[src/rtl/ram_req_sequencer.sv]
// ram_req_sequencer
// Sits in front of a small synchronous RAM. Takes one read or write request
// at a time over a valid/ready handshake, drives the RAM strobe/address/data
// for the cycles the access needs, then returns one response per request.
//
// Ports
//   clk, rst          : clock, asynchronous active-high reset
//   req_valid/ready   : request handshake (ready only in IDLE)
//   req_we            : 1 = write, 0 = read
//   req_addr/wdata    : request fields, sampled only at the accept edge
//   rsp_valid/ready   : response handshake
//   rsp_rdata         : read data, or the written word for a write
//   rsp_was_wr        : response belongs to a write
//   mem_write_en      : RAM write strobe (one cycle per write)
//   mem_address       : RAM address, held until the next accept
//   mem_data_in       : RAM write data, held until the next accept
//   mem_data_out      : RAM read data, valid RD_LAT edges after the address
//   txn_count         : completed responses, wraps 255 -> 0
//
// RD_LAT must lie in 1..15; the wait counter is 4 bits wide.
module ram_req_sequencer #(
    parameter int ADDR_W = 1,
    parameter int DATA_W = 4,
    parameter int RD_LAT = 1
) (
    input  logic              clk,
    input  logic              rst,
    input  logic              req_valid,
    output logic              req_ready,
    input  logic              req_we,
    input  logic [ADDR_W-1:0] req_addr,
    input  logic [DATA_W-1:0] req_wdata,
    output logic              rsp_valid,
    input  logic              rsp_ready,
    output logic [DATA_W-1:0] rsp_rdata,
    output logic              rsp_was_wr,
    output logic              mem_write_en,
    output logic [ADDR_W-1:0] mem_address,
    output logic [DATA_W-1:0] mem_data_in,
    input  logic [DATA_W-1:0] mem_data_out,
    output logic [7:0]        txn_count
);

    typedef enum logic [1:0] {
        IDLE  = 2'd0,
        WRITE = 2'd1,
        READ  = 2'd2,
        RESP  = 2'd3
    } state_t;

    localparam int CNT_W = 4;
    // Counter starts at RD_LAT-1 so the capture lands on edge accept+RD_LAT.
    localparam logic [CNT_W-1:0] CNT_INIT = CNT_W'(RD_LAT - 1);

    state_t              state_reg,     state_next;
    logic [CNT_W-1:0]    cnt_reg,       cnt_next;
    logic                we_reg,        we_next;
    logic [ADDR_W-1:0]   addr_reg,      addr_next;
    logic [DATA_W-1:0]   wdata_reg,     wdata_next;
    logic                rsp_valid_reg, rsp_valid_next;
    logic [DATA_W-1:0]   rdata_reg,     rdata_next;
    logic                was_wr_reg,    was_wr_next;
    logic [7:0]          txn_reg,       txn_next;

    always_ff @(posedge clk or posedge rst) begin
        if (rst) begin
            state_reg     <= IDLE;
            cnt_reg       <= '0;
            we_reg        <= 1'b0;
            addr_reg      <= '0;
            wdata_reg     <= '0;
            rsp_valid_reg <= 1'b0;
            rdata_reg     <= '0;
            was_wr_reg    <= 1'b0;
            txn_reg       <= '0;
        end else begin
            state_reg     <= state_next;
            cnt_reg       <= cnt_next;
            we_reg        <= we_next;
            addr_reg      <= addr_next;
            wdata_reg     <= wdata_next;
            rsp_valid_reg <= rsp_valid_next;
            rdata_reg     <= rdata_next;
            was_wr_reg    <= was_wr_next;
            txn_reg       <= txn_next;
        end
    end

    always_comb begin
        state_next     = state_reg;
        cnt_next       = cnt_reg;
        we_next        = we_reg;
        addr_next      = addr_reg;
        wdata_next     = wdata_reg;
        rsp_valid_next = rsp_valid_reg;
        rdata_next     = rdata_reg;
        was_wr_next    = was_wr_reg;
        txn_next       = txn_reg;

        case (state_reg)
            IDLE: begin
                // req_ready is exactly (state == IDLE), so req_valid alone
                // qualifies the accept here.
                if (req_valid) begin
                    addr_next = req_addr;
                    if (req_we) begin
                        wdata_next = req_wdata;
                        we_next    = 1'b1;
                        state_next = WRITE;
                    end else begin
                        cnt_next   = CNT_INIT;
                        state_next = READ;
                    end
                end
            end
            WRITE: begin
                // Single-cycle strobe; the RAM samples it on this edge.
                we_next        = 1'b0;
                rdata_next     = wdata_reg;
                was_wr_next    = 1'b1;
                rsp_valid_next = 1'b1;
                state_next     = RESP;
            end
            READ: begin
                if (cnt_reg != '0) begin
                    cnt_next = cnt_reg - CNT_W'(1);
                end else begin
                    rdata_next     = mem_data_out;
                    was_wr_next    = 1'b0;
                    rsp_valid_next = 1'b1;
                    state_next     = RESP;
                end
            end
            RESP: begin
                if (rsp_ready) begin
                    rsp_valid_next = 1'b0;
                    txn_next       = txn_reg + 8'd1;
                    state_next     = IDLE;
                end
            end
            default: begin
                state_next = IDLE;
            end
        endcase
    end

    assign req_ready    = (state_reg == IDLE);
    assign rsp_valid    = rsp_valid_reg;
    assign rsp_rdata    = rdata_reg;
    assign rsp_was_wr   = was_wr_reg;
    assign mem_write_en = we_reg;
    assign mem_address  = addr_reg;
    assign mem_data_in  = wdata_reg;
    assign txn_count    = txn_reg;

endmodule
[config.mk]
export PLATFORM = sky130hd
export DESIGN_NAME = ram_req_sequencer
export DESIGN_NICKNAME = d
export VERILOG_FILES = /design/src/rtl/ram_req_sequencer.sv
export SDC_FILE = /design/constraint.sdc
export NUM_CORES = 1
export LEC_CHECK = 0
export ABC_CLOCK_PERIOD_IN_PS = 2150
export CAP_MARGIN = 20
export CORE_ASPECT_RATIO = 1.5
export CORE_MARGIN = 1.5
export CORE_UTILIZATION = 48
export CTS_CLUSTER_DIAMETER = 120
export DETAILED_ROUTE_END_ITERATION = 8
export GPL_TIMING_DRIVEN = 0
export PLACE_DENSITY = 0.79
export SYNTH_ARGS = -nofsm -noshare
export SYNTH_HDL_FRONTEND = slang
export SYNTH_SLANG_ARGS = --single-unit
[constraint.sdc]
create_clock -name clk -period 2.15 [get_ports clk]
set_clock_uncertainty 0.15 [all_clocks]
set_input_delay 0.215 -clock clk [delete_from_list [all_inputs] [get_ports clk]]
set_output_delay 0.215 -clock clk [all_outputs]
set_load 0.02 [all_outputs]
==> results.ini, run 1 <==
[status]
status = finished, final reports clean

[drt]
ant_nets = 0
drtPass1Iterations = 4
post_drt_wl_per_cell_um = 13.7
drt_iter0_drc = 10
vias_per_cell = 5.07
drc_errors = 0
vias = 994
routed_wl_um = 2680

[global_route]
grt-ovfl-total = 0
grt_pass1_wl_um = 4530
grt_use_total_pct = 19.7
grt_antenna_before_repair = 0
grt_pass1_vias = 1069
grt_max_degree = 27

[final_layout]
drive_gt1_share_pct = 15.1
multi_input_area_sq_um = 653
seq_area_sq_um = 651
largest_reg_flops = 8
layout.cells.non_filler = 196
fin_util_pct = 68.7
fillers = 208
antenna_cells = 0
nNetsFinal = 182
area_delta_synth_final_pct = 35.7
final_area_sq_mm = 0.00184

[min_path]
worstHoldStart = txn_count[7]
min_path_type = register to register

[critical_path]
r2r_cells = 5
start_kind = register
reg2reg_setup_slack_ps = 170
critPathTopFamily = flip-flops
crit_end = rsp_rdata[2]
worst_path_largest_cell_delay_ps = 420
arrival_ps = 1990
crit_cells = 5
crit_start = cnt_reg[1]
cp_num_buf_inv = 1
crit_required_ps = 2160
path_cells = inv_1, ha_1, or3b_4, a21oi_2, mux2_2
critPathCaptureType = register
critical_path.slowest_cell = dfrtp_1
path_max_fanout = 4
worstSetupPathType = register to register
r2r_start = cnt_reg[1]
rr_endpoint = rsp_rdata[2]

[logic_synthesis]
syn-instance-count = 119
yosysWarningCount = 0
syn_avg_cell_area_sq_um = 11.4
synth-edff-count = 0
dominantRegCellSynth = dfrtp_1
yosysMostFrequentCell = dfrtp_1
syn-num-nets = 141
netlist_top_cells_count = dfrtp_1, mux2_2, inv_1, nand2_1, ha_1
ys_ff_latch = 26
yosys.area.top_type = dfrtp_1
yosysSeqAreaShare_pct = 48.0
ys_types = 34
yosys-top-cells-area = dfrtp_1, mux2_2, ha_1
netlist_area_sq_mm = 0.00136
synthArstFlopShare_pct = 100
synth.top_cell.area_share_pct = 48.0

[sta]
rsz0062_at_grt = no
finalSetupTns_ps = 0
tightest_slew_ps = 485
finalSetupViolCount = 0
maxSlewHeadroom_pct = 67.6
holdWs_ps = 330
hold_viol_final = 0
fmax_mhz = 504
fin_crit_sh_pct = 92.2
finalMaxSlewViolations = 0
worst_slack_ps = 167
period_needed_ps = 1980

[power_and_ir_drop]
switchingPower_mw = 1.07
total_power_mw = 2.73
power_frac_comb_pct = 57.8
power.clock.fraction_pct = 11.3
peakVddDrop_v = 0.000900
p_int_mw = 1.66
p_leak_nw = 0.826
power_frac_seq_pct = 30.9
cellPowerDensity_mw_per_mm2 = 1480
swShare_pct = 39.3

[place]
numPortBuffers = 34
gp_congestion = 0.731
dp_cells = 190
placed_area_sq_mm = 0.00174
place_ws_ps = 180
dp_hpwl_um = 2090

[floorplanning]
ios = 35
die_w_um = 46.4
die_area_sq_mm = 0.00316
initial_core_util_pct = 50.6
core_sq_mm = 0.00268
die_y_um = 68.1
rows = 23

[cts]
clk_latency_ps = 260
clock_sinks = 26
htreeDepth = 1
postCtsSetupRepairBufs = 0
clkTransAtPathRegs_ps = 90
cts_made_buffers = 3
cts-root-buf = clkbuf_8
cts_tree = yes
cts_buffer_depth = 2

[run]
drv_cap = 0

==> repair_timing <==
action | in CTS | in global routing
hold endpoints to repair | 0 | 2
setup endpoints to repair | 1 | 1
hold buffers | 0 | 1
resized for setup | 1 | 1
==> kinds of logic (layout without fill, tap and decap cells) <==
logic type,Yosys count,in the layout,synth area share [%]
AND/OR/NAND/NOR,31,31,12.7
buffers and inverters,14,54,3.97
flip-flops,26,26,48.0
multiplexers,17,17,14.0
adder cells (fa/ha/maj),8,8,7.39
XOR/XNOR,7,7,4.52
AO/OA/AOI/OAI,16,16,9.33
==> layer usage <==
metal	part of all wire (%)	vias to the layer above	global-route usage [%]	routed length [um]
li1	-	494	-	-
met1	40	483	20.9	1080
met2	56	15	36.6	1510
met3	2.5	2	2.64	66
met4	0.93	0	8.93	25
met5	0	-	0	0
==> power groups by stage <==
stage	Clock (mW)	Sequential, mW	Combinational (mW)
floorplan	0	1.02	0.850
global placement	0	0.839	1.52
detailed placement	0	0.854	1.58
CTS	0.318	0.845	1.59
global route	0.338	0.871	1.72
finish	0.309	0.842	1.57
==> how the worst min path moves through the flow <==
stage / slack (ps) / to / depth (start not counted)
2_1_floorplan: 110 / cnt_reg[0] / 1
3_3_place_gp: 310 / txn_count[7] / 1
3_5_place_dp: 310 / txn_count[7] / 1
4_1_cts: 330 / txn_count[7] / 1
5_1_grt: 340 / txn_count[7] / 1
6_report: 330 / txn_count[7] / 1
==> cell type report <==
| cell class | count | area share (%) |
|---|---|---|
| plain buffers | 2 | 0.476 |
| well taps | 37 | 2.52 |
| multi-input cells | 79 | 35.5 |
| clock buffers | 4 | 2.99 |
| flip-flops and latches | 26 | 35.4 |
| repair buffers | 36 | 20.7 |
| inverters | 12 | 2.45 |
==> worst reg2reg max path, stage by stage (launching register included) <==
cell and delay (ps):
dfrtp_1 420, inv_1 100, ha_1 150, or3b_4 420, a21oi_2 270, mux2_2 370
==> placed cells by master (no fill, tap or decap), drive strengths merged, types with 2 or more instances in the layout <==
master         netlist  routed
clkdlybuf4s50        0      33
dfrtp               26      26
mux2                16      16
inv                 12      12
nand2                9       9
ha                   8       8
nand3                6       6
xnor2                5       5
clkbuf               1       5
o21ai                4       4
nand2b               3       3
nand3b               2       2
a31oi                2       2
or3                  2       2
a22o                 2       2
nor3                 2       2
xor2                 2       2
buf                  1       2
a21oi                2       2
No activity file was read; power rests on OpenSTA's default activity.
==> run 2, diff against run 1 <==
--- a/config.mk
+++ b/config.mk
@@ -9,11 +9,11 @@
 export CAP_MARGIN = 20
 export CORE_ASPECT_RATIO = 1.5
 export CORE_MARGIN = 1.5
-export CORE_UTILIZATION = 48
+export CORE_UTILIZATION = 25
 export CTS_CLUSTER_DIAMETER = 120
 export DETAILED_ROUTE_END_ITERATION = 8
 export GPL_TIMING_DRIVEN = 0
-export PLACE_DENSITY = 0.79
+export SLEW_MARGIN = 20
 export SYNTH_ARGS = -nofsm -noshare
 export SYNTH_HDL_FRONTEND = slang
 export SYNTH_SLANG_ARGS = --single-unit
==> constraint.sdc (replaced) <==
create_clock -name clk -period 2.15 [get_ports clk]
set_clock_uncertainty 0.15 [all_clocks]
set_input_delay 0.3225 -clock clk [delete_from_list [all_inputs] [get_ports clk]]
set_output_delay 0.3225 -clock clk [all_outputs]
set_load 0.02 [all_outputs]
==> run 2 against run 1 <==
Net effect:
- via count down 0.40%
- cell count up 15%
- largest cell class unchanged
- critical path type unchanged
- cell area is 1.6% higher
==> results.ini, run 2 (synthesized netlist as in run 1, its figures left out) <==
[place]
dp_hpwl_um = 2050  ; -1.6%
numPortBuffers = 34  ; unchanged
gp_congestion = 0.787  ; +7.6%
placed_area_sq_mm = 0.00178  ; +2.2%

[sta]
maxSlewHeadroom_pct = 63.1  ; -4.5 points
rsz0062_at_grt = no
hold_viol_final = 0  ; unchanged
fin_crit_sh_pct = 94.4  ; +2.1 points
tightest_slew_ps = 550  ; +65.0 ps
finalSetupTns_ps = 0  ; unchanged
finalSetupViolCount = 0  ; unchanged
fmax_mhz = 493  ; -2.3%
finalMaxSlewViolations = 0  ; unchanged
period_needed_ps = 2030  ; +45.8 ps
holdWs_ps = 179  ; -150 ps

[critical_path]
critPathCaptureType = register
critPathTopFamily = simple AND/OR/NAND/NOR gates
arrival_ps = 2040  ; +50 ps
critical_path.slowest_cell = or3b_4
worstSetupPathType = register to register
path_cells = inv_1, ha_1, or3b_4, a21oi_2, mux2_2
cp_num_buf_inv = 1  ; unchanged
r2r_cells = 5  ; unchanged
r2r_start = cnt_reg[0]
crit_required_ps = 2160  ; about the same
reg2reg_setup_slack_ps = 120  ; -50 ps
worst_path_largest_cell_delay_ps = 420  ; about the same
start_kind = register
path_max_fanout = 4  ; unchanged
rr_endpoint = rsp_rdata[0]

[cts]
clk_latency_ps = 270  ; about the same
cts_buffer_depth = 2  ; unchanged
htreeDepth = 1  ; unchanged
clkTransAtPathRegs_ps = 90  ; about the same
cts_made_buffers = 3  ; unchanged
clock_sinks = 26  ; unchanged
holdBufCountCts = 0  ; unchanged
cts-root-buf = clkbuf_8
cts_tree = yes
postCtsSetupRepairBufs = 0  ; unchanged

[floorplanning]
die_w_um = 63.1  ; +36%
die_area_sq_mm = 0.00588  ; +86%
initial_core_util_pct = 26.2  ; -24 points
ios = 35  ; unchanged
core_sq_mm = 0.00516  ; +93%
die_y_um = 93.2  ; +37%
rows = 32  ; +39%

[global_route]
grt_pass1_vias = 1001  ; -6.4%
grt_use_total_pct = 9.84  ; -9.8 points
grt_antenna_before_repair = 0  ; unchanged
grt-ovfl-total = 0  ; unchanged
grt_pass1_wl_um = 4560  ; +0.75%
grt_max_degree = 27  ; unchanged

[power_and_ir_drop]
cellPowerDensity_mw_per_mm2 = 1500  ; +0.98%
peakVddDrop_v = 0.000495  ; -45%
p_leak_nw = 0.813  ; -1.6%

[drt]
vias_per_cell = 4.38  ; -14%
drc_errors = 0  ; unchanged
routed_wl_um = 2720  ; +1.5%
post_drt_wl_per_cell_um = 12.0  ; -12%
drtPass1Iterations = 4  ; unchanged
drt_iter0_drc = 11  ; +1
ant_nets = 0  ; unchanged
vias = 990  ; -0.40%

[final_layout]
final_common_cell = clkdlybuf4s50_1
final_area_sq_mm = 0.00187  ; +1.6%
area_delta_synth_final_pct = 37.9
largest_reg_flops = 8  ; unchanged
most-common-layout-cells = clkdlybuf4s50_1, dfrtp_1, mux2_2, inv_1, nand2_1
drive_gt1_share_pct = 15.8  ; +0.73 points
antenna_cells = 0  ; unchanged
nNetsFinal = 181  ; -0.55%

[status]
status = finished, final reports clean

[run]
drv_cap = 0  ; unchanged

[min_path]
min_path_type = primary input to asynchronous set/reset pin

==> run 2: cell types whose count changed in the layout (fill, tap and decap cells not counted) <==
cell	before	now
buf_16	1	0
dlygate4sd2_1	0	1
dlygate4sd3_1	1	0
clkbuf_8	4	3
inv_1	12	11
clkbuf_1	1	0
clkinv_1	0	1
bufinv_16	0	1
clkbuf_2	0	1
buf_8	0	1
dlymetal6s2s_1	1	0
==> run 2: worst max-delay path by stage <==
stage / from / endpoint / slack, ps / cells past startpoint
global placement: state_reg[0] / req_ready / 130 / 3
detailed placement: state_reg[0] / req_ready / 140 / 3
global route: cnt_reg[0] / rsp_rdata[0] / 30 / 5
finish: cnt_reg[0] / rsp_rdata[0] / 120 / 5
floorplan: cnt_reg[0] / state_reg[0] / 290 / 5
CTS: cnt_reg[0] / rsp_rdata[0] / 110 / 5
==> run 2: layout make-up <==
class                           count  area [sq um]
Clock buffer                        3          41.3
Inverter                           12          45.0
Sequential cell                    26           651
Buffer                              2          10.0
Tap cell                           68          85.1
Multi-Input combinational cell     79           653
Timing Repair Buffer               35           354
Clock inverter                      1          30.0
Fill cell                         526          3300
==> run 2: repair_timing <==
item,4_1_cts,5_1_grt
pin swaps,0,0
endpoints found under the setup margin,1,1
gates resized for setup,2,2
==> run 2: worst register-to-register path, cell delays in order, from the launching register on <==
cell and delay [ps]:
dfrtp_1 390, inv_1 130, ha_1 190, or3b_4 420, a21oi_2 270, mux2_2 370
==> run 2: where the power goes <==
part	internal, mW	total, mW	switching [mW]
Sequential	0.693	0.836	0.142
Combinational	0.792	1.55	0.760
Clock	0.249	0.410	0.161
==> run 2: metal layers <==
metal	global-route usage [%]	part of all wire (%)	up-vias
met5	0	0	-
li1	-	-	486
met3	1.68	3.9	5
met2	18.5	53	21
met1	10.8	42	478
met4	3.89	1.6	0
==> run 2: through the flow <==
stage	total power, mW	setup slack [ps]	utilization (%)	cells
6_report	2.80	121	36.2	226
5_1_grt	3.03	27.0	36.2	226
4_1_cts	2.84	114	35.9	225
3_5_place_dp	2.42	138	34.5	221
3_3_place_gp	2.40	127	34.5	221
2_1_floorplan	1.87	295	-	119
==> run 3, diff against run 2 <==
--- a/config.mk
+++ b/config.mk
@@ -13,6 +13,7 @@
 export CTS_CLUSTER_DIAMETER = 120
 export DETAILED_ROUTE_END_ITERATION = 8
 export GPL_TIMING_DRIVEN = 0
+export RECOVER_POWER = 50
 export SLEW_MARGIN = 20
 export SYNTH_ARGS = -nofsm -noshare
 export SYNTH_HDL_FRONTEND = slang
==> run 3 against run 2 <==
Net effect:
- worst hold slack better by 130 ps
- clock power is essentially flat
- flip-flop and latch count unchanged
- core utilization is 0.22 points lower
- fmax grew 0.11%
- via count is 0.30% higher
- first-iteration DRC count is 18% lower
- critical path depth stayed put
- routed wire length about the same
- largest power group unchanged
==> results.ini, run 3 (synthesized netlist as in run 1, its figures left out) <==
[drt]
met1_length_um = 1130  ; -0.35%
vias = 993  ; +0.30%
routed.top_layer = met4
wl_met2_um = 1440  ; +0.14%
drtPass1Iterations = 4  ; unchanged
drc_errors = 0  ; unchanged
met3_length_um = 106  ; unchanged
ant_nets = 0  ; unchanged
post_drt_wl_per_cell_um = 12.0  ; about the same
routed_wl_um = 2720  ; about the same
vias_per_cell = 4.39  ; +0.30%
drt_iter0_drc = 9  ; -2

[sta]
fin_crit_sh_pct = 94.3  ; -0.10 points
finalSetupViolCount = 0  ; unchanged
fmax_mhz = 493  ; +0.11%
finalSetupTns_ps = 0  ; unchanged
finalMaxSlewViolations = 0  ; unchanged
period_needed_ps = 2030  ; -2.20 ps
tightest_slew_ps = 634  ; +84.3 ps
maxSlewHeadroom_pct = 57.7  ; -5.4 points
hold_viol_final = 0  ; unchanged
rsz0062_at_grt = no

[global_route]
grt-ovfl-total = 0  ; unchanged
grt_use_total_pct = 9.84  ; unchanged
grt_pass1_wl_um = 4560  ; unchanged
grt_antenna_before_repair = 0  ; unchanged
grt_max_degree = 27  ; unchanged
grt_pass1_vias = 1001  ; unchanged

[power_and_ir_drop]
p_int_mw = 1.72  ; -0.76%
peakVddDrop_v = 0.000495  ; about the same
power_frac_seq_pct = 30.0  ; about the same
power.clock.fraction_pct = 14.8  ; about the same
switchingPower_mw = 1.06  ; -0.22%
swShare_pct = 38.1  ; +0.13 points
power_frac_comb_pct = 55.3  ; -0.2 points
cellPowerDensity_mw_per_mm2 = 1500  ; about the same
p_leak_nw = 0.809  ; -0.49%

[final_layout]
drive_gt1_share_pct = 15.2  ; -0.63 points
area_delta_synth_final_pct = 37.1
largest_reg_flops = 8  ; unchanged
most-common-layout-cells = clkdlybuf4s50_1, dfrtp_1, mux2_2, inv_1, nand2_1
final_common_cell = clkdlybuf4s50_1
layout.cells.non_filler = 226  ; unchanged
nNetsFinal = 181  ; unchanged
final_area_sq_mm = 0.00186  ; -0.60%
antenna_cells = 0  ; unchanged
fin_util_pct = 36.0  ; -0.22 points
fillers = 527  ; +0.19%

[critical_path]
path_cells = inv_1, ha_1, or3b_4, a21oi_2, mux2_2
cp_num_buf_inv = 1  ; unchanged
arrival_ps = 2040  ; about the same
crit_required_ps = 2160  ; about the same
critPathTopFamily = simple AND/OR/NAND/NOR gates
critical_path.slowest_cell = or3b_4
worstSetupPathType = register to register
worst_path_largest_cell_delay_ps = 420  ; about the same
path_max_fanout = 4  ; unchanged
start_kind = register
critPathCaptureType = register

[run]
drv_cap = 0  ; unchanged

[floorplanning]
core_sq_mm = 0.00516  ; unchanged
ios = 35  ; unchanged
initial_core_util_pct = 26.2  ; unchanged
die_area_sq_mm = 0.00588  ; unchanged
die_y_um = 93.2  ; unchanged
rows = 32  ; unchanged
die_w_um = 63.1  ; unchanged

[cts]
postCtsSetupRepairBufs = 0  ; unchanged
cts-root-buf = clkbuf_8
cts_buffer_depth = 2  ; unchanged
holdBufCountCts = 0  ; unchanged
htreeDepth = 1  ; unchanged
clock_sinks = 26  ; unchanged
clkTransAtPathRegs_ps = 90  ; about the same
cts_resized = 2  ; unchanged
cts_tree = yes
clk_latency_ps = 270  ; about the same
cts_made_buffers = 3  ; unchanged

[place]
dp_cells = 221  ; unchanged
dp_hpwl_um = 2050  ; unchanged
gp_congestion = 0.787  ; unchanged
placed_area_sq_mm = 0.00178  ; unchanged
numPortBuffers = 34  ; unchanged

[status]
status = finished, final reports clean

[min_path]
min_path_type = primary input to asynchronous set/reset pin

==> run 3: changes by cell type in the layout (fill, tap and decap cells not counted) <==
cell             before  now
clkbuf_1              0    1
dlygate4sd3_1         0    4
clkdlybuf4s50_1      33   29
buf_8                 1    0
==> run 3: path summary, 6_finish.rpt <==
check,startpoint,endpoint,slack [ps],cells past startpoint
setup / recovery,cnt_reg[0],rsp_rdata[0],120,5
hold / removal,rst,txn_count[4],300,2
setup reg to reg,cnt_reg[0],rsp_rdata[0],120,5
hold reg to reg,txn_count[7],txn_count[7],330,1
max in group asynchronous,rst,mem_data_in[3],670,3
min in group clk,txn_count[7],txn_count[7],330,1
==> run 3: final cells by class <==
type,instances,area [sq um],share of cell area (%)
timing repair buffer,35,343,18.5
buffer,2,10.0,0.539
inverter,12,45.0,2.42
clock buffer,3,41.3,2.22
clock inverter,1,30.0,1.62
tap,68,85.1,4.58
multi-input combinational,79,653,35.2
sequential,26,651,35.0
==> run 3: power groups by stage <==
stage | Combinational [mW] | Sequential [mW] | Clock (mW)
CTS | 1.58 | 0.841 | 0.424
global route | 1.71 | 0.869 | 0.441
global placement | 1.56 | 0.846 | 0
floorplan | 0.850 | 1.02 | 0
finish | 1.54 | 0.834 | 0.411
detailed placement | 1.57 | 0.847 | 0
==> run 3: per-stage QoR <==
step	hold WS (ps)	total power, mW	setup WS (ps)
2_1_floorplan	213	1.87	295
3_3_place_gp	321	2.40	127
3_5_place_dp	327	2.42	138
4_1_cts	340	2.84	114
5_1_grt	342	3.02	27.0
6_report	305	2.78	123
==> run 3: per-layer routing <==
layer / GRT usage, % / vias to the layer above
met5: 0 / -
met4: 3.89 / 0
met1: 10.8 / 481
met2: 18.5 / 21
met3: 1.68 / 5
li1: - / 486
==> RTL change: new RTL, config.mk and constraints of run 3 <==
The 4 states of `state_t` get a one-hot encoding in 4 bits.
--- a/src/rtl/ram_req_sequencer.sv
+++ b/src/rtl/ram_req_sequencer.sv
@@ -43,7 +43,7 @@
 
-    typedef enum logic [1:0] {
-        IDLE  = 2'd0,
-        WRITE = 2'd1,
-        READ  = 2'd2,
-        RESP  = 2'd3
+    typedef enum logic [3:0] {
+        IDLE  = 4'b0001,
+        WRITE = 4'b0010,
+        READ  = 4'b0100,
+        RESP  = 4'b1000
     } state_t;
Behaviour: same outputs for any inputs over 10 cycles, from zero or initial values and one cycle with rst high; not proved beyond that.
==> RTL change against run 3 <==
Routed wire length is 17% higher; via count increased by 1.8%; sequential share of layout area increased by 1.6 points; critical endpoint is now req_ready; area after synthesis up 5.4%; final area is 3.2% higher; power shrank 12%; setup slack worse by 22 ps; non-clock buffer count increased by 1; combinational power is 24% lower; global-route usage up 0.92 points; register-to-register slack improved by 20 ps; sequential cell count is 2 higher.
==> RTL change: results (changes against run 3) <==
| Metric | Value | vs run 3 |
|---|---|---|
| Routability congestion estimate from global placement | 0.730 | -7.2% |
| Inserted Clock Buffers | 3 | unchanged |
| Fraction of registers with async set/reset | 100% | unchanged |
| Post-cts gate resize count | 1 | -1 |
| Worst reg-to-reg path cell count | 5 | unchanged |
| Total global-route track usage | 10.8% | +0.92 points |
| Total half-perimeter wirelength after legalization and detailed placement | 2.38 mm | +16% |
| Min-Delay Path Depth | 1 |  |
| Root Buffer Master | clkbuf_8 |  |
| Register area share after synthesis | 49.1% | +1.1 points |
| CTS clk-pin slew, worst paths | 100 ps |  |
| Initial antenna violation count | 0 | unchanged |
| Diodes inserted | 0 | unchanged |
| Status | finished, final reports clean |  |
| Number of nets in the layout | 170 | -6.1% |
| Number of cells in the finished layout apart from fillers | 222 | -1.8% |
| Global-route wire length before repair | 5.13 mm | +13% |
| Remaining global-route overflow | 0 | unchanged |
| RR Startpoint | cnt_reg[0]$_DFFE_PP0P_ |  |
| Worst min-delay path endpoint | txn_count[7]$_DFFE_PP0P_ |  |
| Post CTS Setup Buffer Count | 0 | unchanged |
| Worst reg-to-reg setup slack | 140 ps | +20 ps |
| Post-Syn Instances | 114 | -4.2% |
| Top cell type's share of synthesized area | 47.3% | -0.73 points |
| Worst Min Path Start | txn_count[7]$_DFFE_PP0P_ |  |
| Biggest area contributors in the synthesized netlist | dfrtp_1 47%, nor4b_4 5.0%, mux2_2 4.7% |  |
| Slew of the pin with the lowest slew margin | 1070 ps | +438 ps |
| Number of DRC violations after detailed-routing iteration 0 | 22 | +13 |
| Net count after synthesis | 131 | -7.1% |
| Static leakage | 0.000792 uW | -2.1% |
| Largest fanout on the critical path | 4 | unchanged |
| Overall routed net length | 3.17 mm | +17% |
| Detailed Routing Iterations Pass 1 | 4 | unchanged |
| Distinct cells, synth | 39 | +15% |
| IR drop worst, VDD | 0.636 mV | +28% |
| Total via count after detailed routing | 1011 | +1.8% |
| Number of levels the H-tree was split into | 1 | unchanged |
| Worst-skew pair later-pin latency | 280 ps |  |
| Filler cell count | 553 | +4.9% |
| Share of cells above drive strength 1 | 19.1% | +3.9 points |
| Pin count of the biggest net entering global routing | 29 | +7.4% |
| Data arrival time of the worst path | 1580 ps | -460 ps |
| Port Buffers | 34 | unchanged |
| Reg-to-Reg End | state_reg[3]$_DFFE_PP0P_ |  |
| Maximum root-to-sink buffer count | 2 | unchanged |
| Commonest cells post-synth | 27 x dfrtp_1, 7 x inv_1, 7 x nand3_1 |  |
| Total number of yosys warnings | 0 | unchanged |
| Max reg flops | 8 | unchanged |
| Worst Hold Class | flip-flop to flip-flop |  |
## RTL change: cell types whose count changed after synthesis, sizes merged, moves of 4 or more
| cell | run 3 | this run |
|---|---|---|
| mux2 | 16 | 6 |
| inv | 12 | 7 |
| o221a | 0 | 4 |
| nand2 | 9 | 5 |
| ha | 8 | 3 |
## RTL change: cells by family (layout without fill, tap and decap cells)
logic type,count (synthesis),count (layout),synth area share [%]
flip-flops,28,28,49.1
AND/OR/NAND/NOR,40,40,23.4
XOR/XNOR,8,8,4.90
buffers and inverters,11,49,3.85
AO/OA/AOI/OAI,18,18,11.4
adder cells (fa/ha/maj),3,3,2.63
multiplexers,6,6,4.73
## RTL change: worst max path at each step
stage,slack (ps),depth (start not counted),end,from
final,100,2,req_ready,state_reg[0]$_DFFE_PP1P_
after global routing,10,5,state_reg[3]$_DFFE_PP0P_,cnt_reg[0]$_DFFE_PP0P_
after CTS,80,2,req_ready,state_reg[0]$_DFFE_PP1P_
after detailed placement,100,2,req_ready,state_reg[0]$_DFFE_PP1P_
after global placement,130,2,req_ready,state_reg[0]$_DFFE_PP1P_
after floorplan,300,5,state_reg[3]$_DFFE_PP0P_,cnt_reg[0]$_DFFE_PP0P_
## RTL change: layout make-up
class / count / area [sq um] / share of cell area, %
plain buffers: 4 / 25.0 / 1.30
clock buffers: 3 / 41.3 / 2.15
clock inverters: 1 / 30.0 / 1.57
inverters: 7 / 26.3 / 1.37
multi-input cells: 75 / 667 / 34.8
flip-flops and latches: 28 / 702 / 36.6
well taps: 70 / 87.6 / 4.57
repair buffers: 34 / 339 / 17.7
## RTL change: where the power goes
part	leakage (uW)	switching (uW)	total (uW)	internal, uW
Clock	0.0000357	171	420	249
Combinational	0.000410	592	1170	583
Sequential	0.000346	144	857	713
## RTL change: critical path, stage by stage (launching register included)
cell and delay (ps):
dfstp_2 580, nor4b_4 340, dlygate4sd2_1 380
## RTL change: routing by layer
metal | routed length [microns] | share of wire (%) | vias up | global-route usage [%]
li1 | - | - | 494 | -
met1 | 1360 | 43 | 495 | 13.6
met2 | 1660 | 52 | 16 | 18.2
met3 | 71 | 2.2 | 6 | 1.18
met4 | 70 | 2.2 | 0 | 4.96
met5 | 0 | 0 | - | 0
## RTL change: stage by stage
stage               total power [uW]  hold slack, ps  cell area (sq um)  setup WS (ps)
floorplan                       1620             237               1430            303
global placement                2080             310               1860            128
detailed placement              2090             315               1860            102
CTS                             2510             298               1930           75.6
global route                    2610             347               1920           11.1
finish                          2450             325               1920            102
